File: src/rtl/move_cmd_gen.sv
// move_cmd_gen: turns raw pushbuttons into debounced, arbitrated valid/ready move requests.
// Define MOVE_REPEAT_EN to auto-repeat a move while its direction button stays held.
module move_cmd_gen #(
    parameter int DEBOUNCE_CYCLES = 1_000_000,
    parameter int REPEAT_DELAY    = 50_000_000,
    parameter int REPEAT_PERIOD   = 20_000_000
) (
    input  logic       clock,
    input  logic       reset_n,
    input  logic       btnU,
    input  logic       btnD,
    input  logic       btnL,
    input  logic       btnR,
    input  logic       btnC,
    input  logic       move_ready,
    output logic       move_valid,
    output logic [1:0] move_dir,
    output logic       check_pulse
);
    localparam int NUM_BTN = 5;
    localparam int BTN_C   = 4;
    localparam int DB_W    = $clog2(DEBOUNCE_CYCLES + 1);
    localparam logic [DB_W-1:0] DB_LAST = DB_W'(DEBOUNCE_CYCLES - 1);

    typedef enum logic [1:0] {IDLE, SEND, HOLD} state_t;

    // Bit index equals the move_dir code, so the held button is deb_q[dir_q].
    logic [NUM_BTN-1:0] raw;
    assign raw = {btnC, btnL, btnD, btnR, btnU};

    logic [NUM_BTN-1:0]           sync1_q, sync1_d, sync2_q, sync2_d;
    logic [NUM_BTN-1:0]           deb_q, deb_d, deb_prev_q, deb_prev_d;
    logic [NUM_BTN-1:0][DB_W-1:0] db_cnt_q, db_cnt_d;
    logic [NUM_BTN-1:0]           press;

    state_t     state_q, state_d;
    logic [1:0] dir_q, dir_d;
    logic       dir_evt;
    logic [1:0] evt_dir;

`ifdef MOVE_REPEAT_EN
    localparam int RPT_W = $clog2(REPEAT_DELAY + 1);
    localparam logic [RPT_W-1:0] RPT_FIRST = RPT_W'(REPEAT_DELAY - 1);
    localparam logic [RPT_W-1:0] RPT_NEXT  = RPT_W'(REPEAT_PERIOD - 1);
    logic [RPT_W-1:0] rpt_cnt_q, rpt_cnt_d;
    logic             rpt_first_q, rpt_first_d;
`else
    logic unused_rpt_params;
    assign unused_rpt_params = ^{REPEAT_DELAY, REPEAT_PERIOD};
`endif

    always_comb begin
        sync1_d    = raw;
        sync2_d    = sync1_q;
        deb_prev_d = deb_q;
        deb_d      = deb_q;
        db_cnt_d   = db_cnt_q;
        for (int i = 0; i < NUM_BTN; i++) begin
            if (sync2_q[i] == deb_q[i]) begin
                db_cnt_d[i] = '0;
            end else if (db_cnt_q[i] == DB_LAST) begin
                deb_d[i]    = sync2_q[i];
                db_cnt_d[i] = '0;
            end else begin
                db_cnt_d[i] = db_cnt_q[i] + 1'b1;
            end
        end
    end

    assign press = deb_q & ~deb_prev_q;

    // Fixed priority U > R > D > L; losers are simply dropped.
    always_comb begin
        dir_evt = |press[3:0];
        evt_dir = 2'd0;
        if (press[0])      evt_dir = 2'd0;
        else if (press[1]) evt_dir = 2'd1;
        else if (press[2]) evt_dir = 2'd2;
        else if (press[3]) evt_dir = 2'd3;
    end

    always_comb begin
        state_d = state_q;
        dir_d   = dir_q;
`ifdef MOVE_REPEAT_EN
        rpt_cnt_d   = rpt_cnt_q;
        rpt_first_d = rpt_first_q;
`endif
        case (state_q)
            IDLE: begin
                if (dir_evt) begin
                    dir_d   = evt_dir;
                    state_d = SEND;
`ifdef MOVE_REPEAT_EN
                    rpt_first_d = 1'b1;
`endif
                end
            end
            SEND: begin
                if (move_ready) begin
                    state_d = HOLD;
`ifdef MOVE_REPEAT_EN
                    rpt_cnt_d = '0;
`endif
                end
            end
            HOLD: begin
                // Release wins over a repeat that would fire on the same cycle.
                if (!deb_q[dir_q]) begin
                    state_d = IDLE;
`ifdef MOVE_REPEAT_EN
                    rpt_cnt_d = '0;
`endif
                end else begin
`ifdef MOVE_REPEAT_EN
                    if (rpt_cnt_q == (rpt_first_q ? RPT_FIRST : RPT_NEXT)) begin
                        state_d     = SEND;
                        rpt_cnt_d   = '0;
                        rpt_first_d = 1'b0;
                    end else begin
                        rpt_cnt_d = rpt_cnt_q + 1'b1;
                    end
`endif
                end
            end
            default: state_d = IDLE;
        endcase
    end

    always_ff @(posedge clock or negedge reset_n) begin
        if (!reset_n) begin
            sync1_q    <= '0;
            sync2_q    <= '0;
            deb_q      <= '0;
            deb_prev_q <= '0;
            db_cnt_q   <= '0;
            state_q    <= IDLE;
            dir_q      <= 2'd0;
`ifdef MOVE_REPEAT_EN
            rpt_cnt_q   <= '0;
            rpt_first_q <= 1'b0;
`endif
        end else begin
            sync1_q    <= sync1_d;
            sync2_q    <= sync2_d;
            deb_q      <= deb_d;
            deb_prev_q <= deb_prev_d;
            db_cnt_q   <= db_cnt_d;
            state_q    <= state_d;
            dir_q      <= dir_d;
`ifdef MOVE_REPEAT_EN
            rpt_cnt_q   <= rpt_cnt_d;
            rpt_first_q <= rpt_first_d;
`endif
        end
    end

    assign move_valid  = (state_q == SEND);
    assign move_dir    = dir_q;
    assign check_pulse = press[BTN_C];

endmodule
File: config.mk
export PLATFORM = sky130hd
export DESIGN_NAME = move_cmd_gen
export DESIGN_NICKNAME = d
export VERILOG_FILES = /design/src/rtl/move_cmd_gen.sv
export SDC_FILE = /design/constraint.sdc
export NUM_CORES = 1
export LEC_CHECK = 0
export CAP_MARGIN = 25
export CORE_MARGIN = 8
export CORE_UTILIZATION = 25
export DETAILED_ROUTE_END_ITERATION = 10
export GPL_TIMING_DRIVEN = 0
export PLACE_DENSITY = 0.38
export SLEW_MARGIN = 20
export SYNTH_ARGS = -nofsm -noshare
export SYNTH_HDL_FRONTEND = slang
export SYNTH_SLANG_ARGS = --single-unit
File: constraint.sdc
create_clock -name clock -period 2.3 [get_ports clock]
set_clock_uncertainty 0.05 [all_clocks]
set_input_delay 0.46 -clock clock [delete_from_list [all_inputs] [get_ports clock]]
set_output_delay 0.46 -clock clock [all_outputs]
set_load 0.005 [all_outputs]
==> results.toml <==
[placement]
dp.final_hpwl_um = 8160
preCtsSetupSlack_ns = -0.00440
place_congestion = 0.738
dp_cells = 917
port-buffer-count = 11

[timing]
rsz0062_at_grt = "no"
post-route-period-util_pct = 96.4
hold_viol = 0
slew_headroom_pct = 54.2
clock.fmax_mhz = 451
tns_ns = 0
fin_ws_ns = 0.0833
period_needed_ns = 2.22
setup_violations = 0
max_slew.worst_pin.slew_ns = 0.680
drv_slew = 0

[yosys]
yosysWarnings = 0
ys_types = 46
avgSynthCellArea_um2 = 9.99
synth_edf_count = 0
syn_area_um2 = 5850
synth_seq_cells = 124
syn_inst = 586
async_reset_ff_share_pct = 100
ys.flop_type = "dfrtp_1"
synth_seq_area_share_pct = 53.0
synth_fp_nets = 599

[global_route]
grt_use_total_pct = 9.12
grt_pass1_vias = 4301
overflow = 0
antenna_found_initial = 0
grt_max_degree = 83
grt_pass1_wl_um = 21200

[power_and_ir_drop]
power.share.combinational_pct = 2.9
powerDensity_nw_per_um2 = 734
pwr-share-seq_pct = 43.5
p_leak_nw = 2.69
power_frac_clock_pct = 53.7
power_switching_share_pct = 20.5
internal-power_mw = 4.10
ir_drop_mv = 0.420
switchingPower_mw = 1.06

[setup_path]
crit_path_max_fanout = 6
worstPathArrival_ns = 2.45
critPathCaptureType = "flop"
crit_required_ns = 2.54
max_stage_delay_ns = 0.52
cp_cell_sequence = "or4_1 -> or4_4 -> nor2_1 -> mux2_2"
cp-start-kind = "flop"
slowest_stage = "or4_1"
critPathKind = "reg -> reg"

[clocking]
htreeDepth = 4
tritoncts = "built"
cts_made_buffers = 17
cts_root_buf = "clkbuf_16"
clock_sinks = 124
cts_buffer_depth = 2
clock_latency_ns = 0.40
clk_pin_slew_ns = 0.05

[floorplanning]
row_count = 56
chipWidth_um = 169
start_util_pct = 25.2
die_h_um = 169
design.core.area_um2 = 23200
pin_count = 12
die-area_um2 = 28600

[layout]
finalNonFillerCells = 949
fillerInstances = 2389
fin_nets = 631
n_antenna_cell = 0
syn_to_final_growth_pct = 20.0
finish.utilization_pct = 30.3
drive_above_1_share_pct = 9.84

[detailed_routing]
drtPass1Iterations = 4
viasPerCell = 4.52
drcViolationCount = 0
wl_per_cell_um = 12.8
routed_wl_um = 12100
postRouteAntennaNets = 0
first_iter_violations = 244
dr_total_vias = 4286

[worst_hold_path]
hold_class = "reg -> reg"

[job]
maxCapViolations = 0

[run_status]
status = "finished clean"
worst paths after layout:
| path | startpoint | end | slack [ns] | depth (start not counted) |
|---|---|---|---|---|
| worst max register to register | db_cnt_q[72] | deb_prev_d[3] | 0.08 | 4 |
| worst min register to register | sync1_q[3] | sync2_q[3] | 0.30 | 0 |
| min in group asynchronous | reset_n | deb_prev_d[4] | 0.50 | 2 |
| max in group asynchronous | reset_n | db_cnt_q[29] | 0.97 | 3 |
| worst min-delay path | sync1_q[3] | sync2_q[3] | 0.30 | 0 |
| worst max-delay path | db_cnt_q[72] | deb_prev_d[3] | 0.08 | 4 |
power groups by stage:
| stage | registers (mW) | clock network (mW) | logic (mW) |
|---|---|---|---|
| after global placement | 2.28 | 0 | 0.144 |
| final | 2.24 | 2.77 | 0.148 |
| after floorplan | 2.27 | 0 | 0.0664 |
| after global routing | 2.24 | 2.97 | 0.175 |
| after CTS | 2.24 | 2.87 | 0.157 |
| after detailed placement | 2.28 | 0 | 0.155 |
registers in the layout (all words and copies together), names as in the netlist:
| register | count |
|---|---|
| sync2_q | 5 |
| deb_prev_q | 5 |
| deb_prev_d | 5 |
| state_q | 2 |
| move_dir | 2 |
| sync1_q | 5 |
| db_cnt_q | 100 |
placed cells by master, fill, tap and decap left out, types with 6 or more instances in the layout:
cell / Yosys / routed
mux2_2: 6 / 6
o31ai_1: 12 / 12
o21ai_0: 18 / 18
or3_1: 12 / 12
nor2_1: 89 / 89
clkdlybuf4s50_1: 0 / 10
or4_1: 15 / 15
nor4_1: 18 / 18
clkbuf_1: 5 / 7
buf_2: 7 / 7
nand3_1: 35 / 34
inv_1: 27 / 27
nand4_1: 18 / 18
xor2_1: 20 / 20
xnor2_1: 48 / 48
nand2_1: 35 / 35
dfrtp_1: 124 / 124
a21oi_1: 24 / 24
clkbuf_16: 0 / 17
nor3_1: 23 / 23
timing repair:
| action | in CTS | in global routing |
|---|---|---|
| hold buffers | 1 | 0 |
| pin swaps | 0 | 1 |
| gates resized for setup | 1 | 0 |
| endpoints found under the hold margin | 42 | 0 |
| endpoints found under the setup margin | 1 | 1 |
| setup buffers | 0 | 0 |
worst max-delay path, delay by kind of cell (launching register included):
| kind | cells | cell delay, ns |
|---|---|---|
| multiplexers | 1 | 0.36 |
| flip-flops | 1 | 0.43 |
| AND/OR/NAND/NOR | 3 | 1.26 |
per-layer routing:
metal	wire length [um]	GRT usage [%]	vias up	share of wire, %
li1	-	-	2130	-
met1	5910	11.7	2106	49
met2	5710	14.4	41	47
met3	315	2.54	9	2.6
met4	167	3.66	0	1.4
met5	0	0	-	0
cell usage after synthesis, types with 6 or more instances:
cell | n | area share (%)
a21oi_1 | 24 | 2.1
buf_2 | 7 | 0.60
dfrtp_1 | 124 | 53
inv_1 | 27 | 1.7
mux2_2 | 6 | 1.2
nand2_1 | 35 | 2.2
nand3_1 | 35 | 3.0
nand4_1 | 18 | 1.9
nor2_1 | 89 | 5.7
nor3_1 | 23 | 2.0
nor4_1 | 18 | 1.9
o21ai_0 | 18 | 1.5
o31ai_1 | 12 | 1.5
or3_1 | 12 | 1.3
or4_1 | 15 | 1.9
xnor2_1 | 48 | 7.2
xor2_1 | 20 | 3.0
through the flow:
| step | hold WS, ns | total power, mW | instance area (um2) |
|---|---|---|---|
| floorplan | 0.114 | 2.34 | 5850 |
| finish | 0.297 | 5.16 | 7020 |
| global route | 0.309 | 5.38 | 7020 |
| global placement | 0.285 | 2.42 | 6360 |
| CTS | 0.302 | 5.27 | 7020 |
| detailed placement | 0.288 | 2.43 | 6390 |
layout make-up:
class | instances | area [um2] | area share, %
inverter | 27 | 101 | 1.44
multi-input combinational | 422 | 2590 | 36.9
timing repair buffer | 13 | 153 | 2.17
clock inverter | 7 | 110 | 1.57
buffer | 13 | 65.1 | 0.927
sequential | 124 | 3100 | 44.2
tap | 319 | 399 | 5.69
clock buffer | 24 | 502 | 7.15
cell families (layout without fill, tap and decap cells):
kind of cell / after synthesis / count (layout) / synth area share [%]
xor+xnor: 68 / 68 / 10.2
simple gates: 279 / 279 / 24.7
flops: 124 / 124 / 53.0
compound gates: 61 / 61 / 6.29
mux: 9 / 9 / 1.88
buf+inv: 40 / 84 / 2.84
fa+ha+maj: 5 / 5 / 1.07
(Power assumes the default switching activity.)
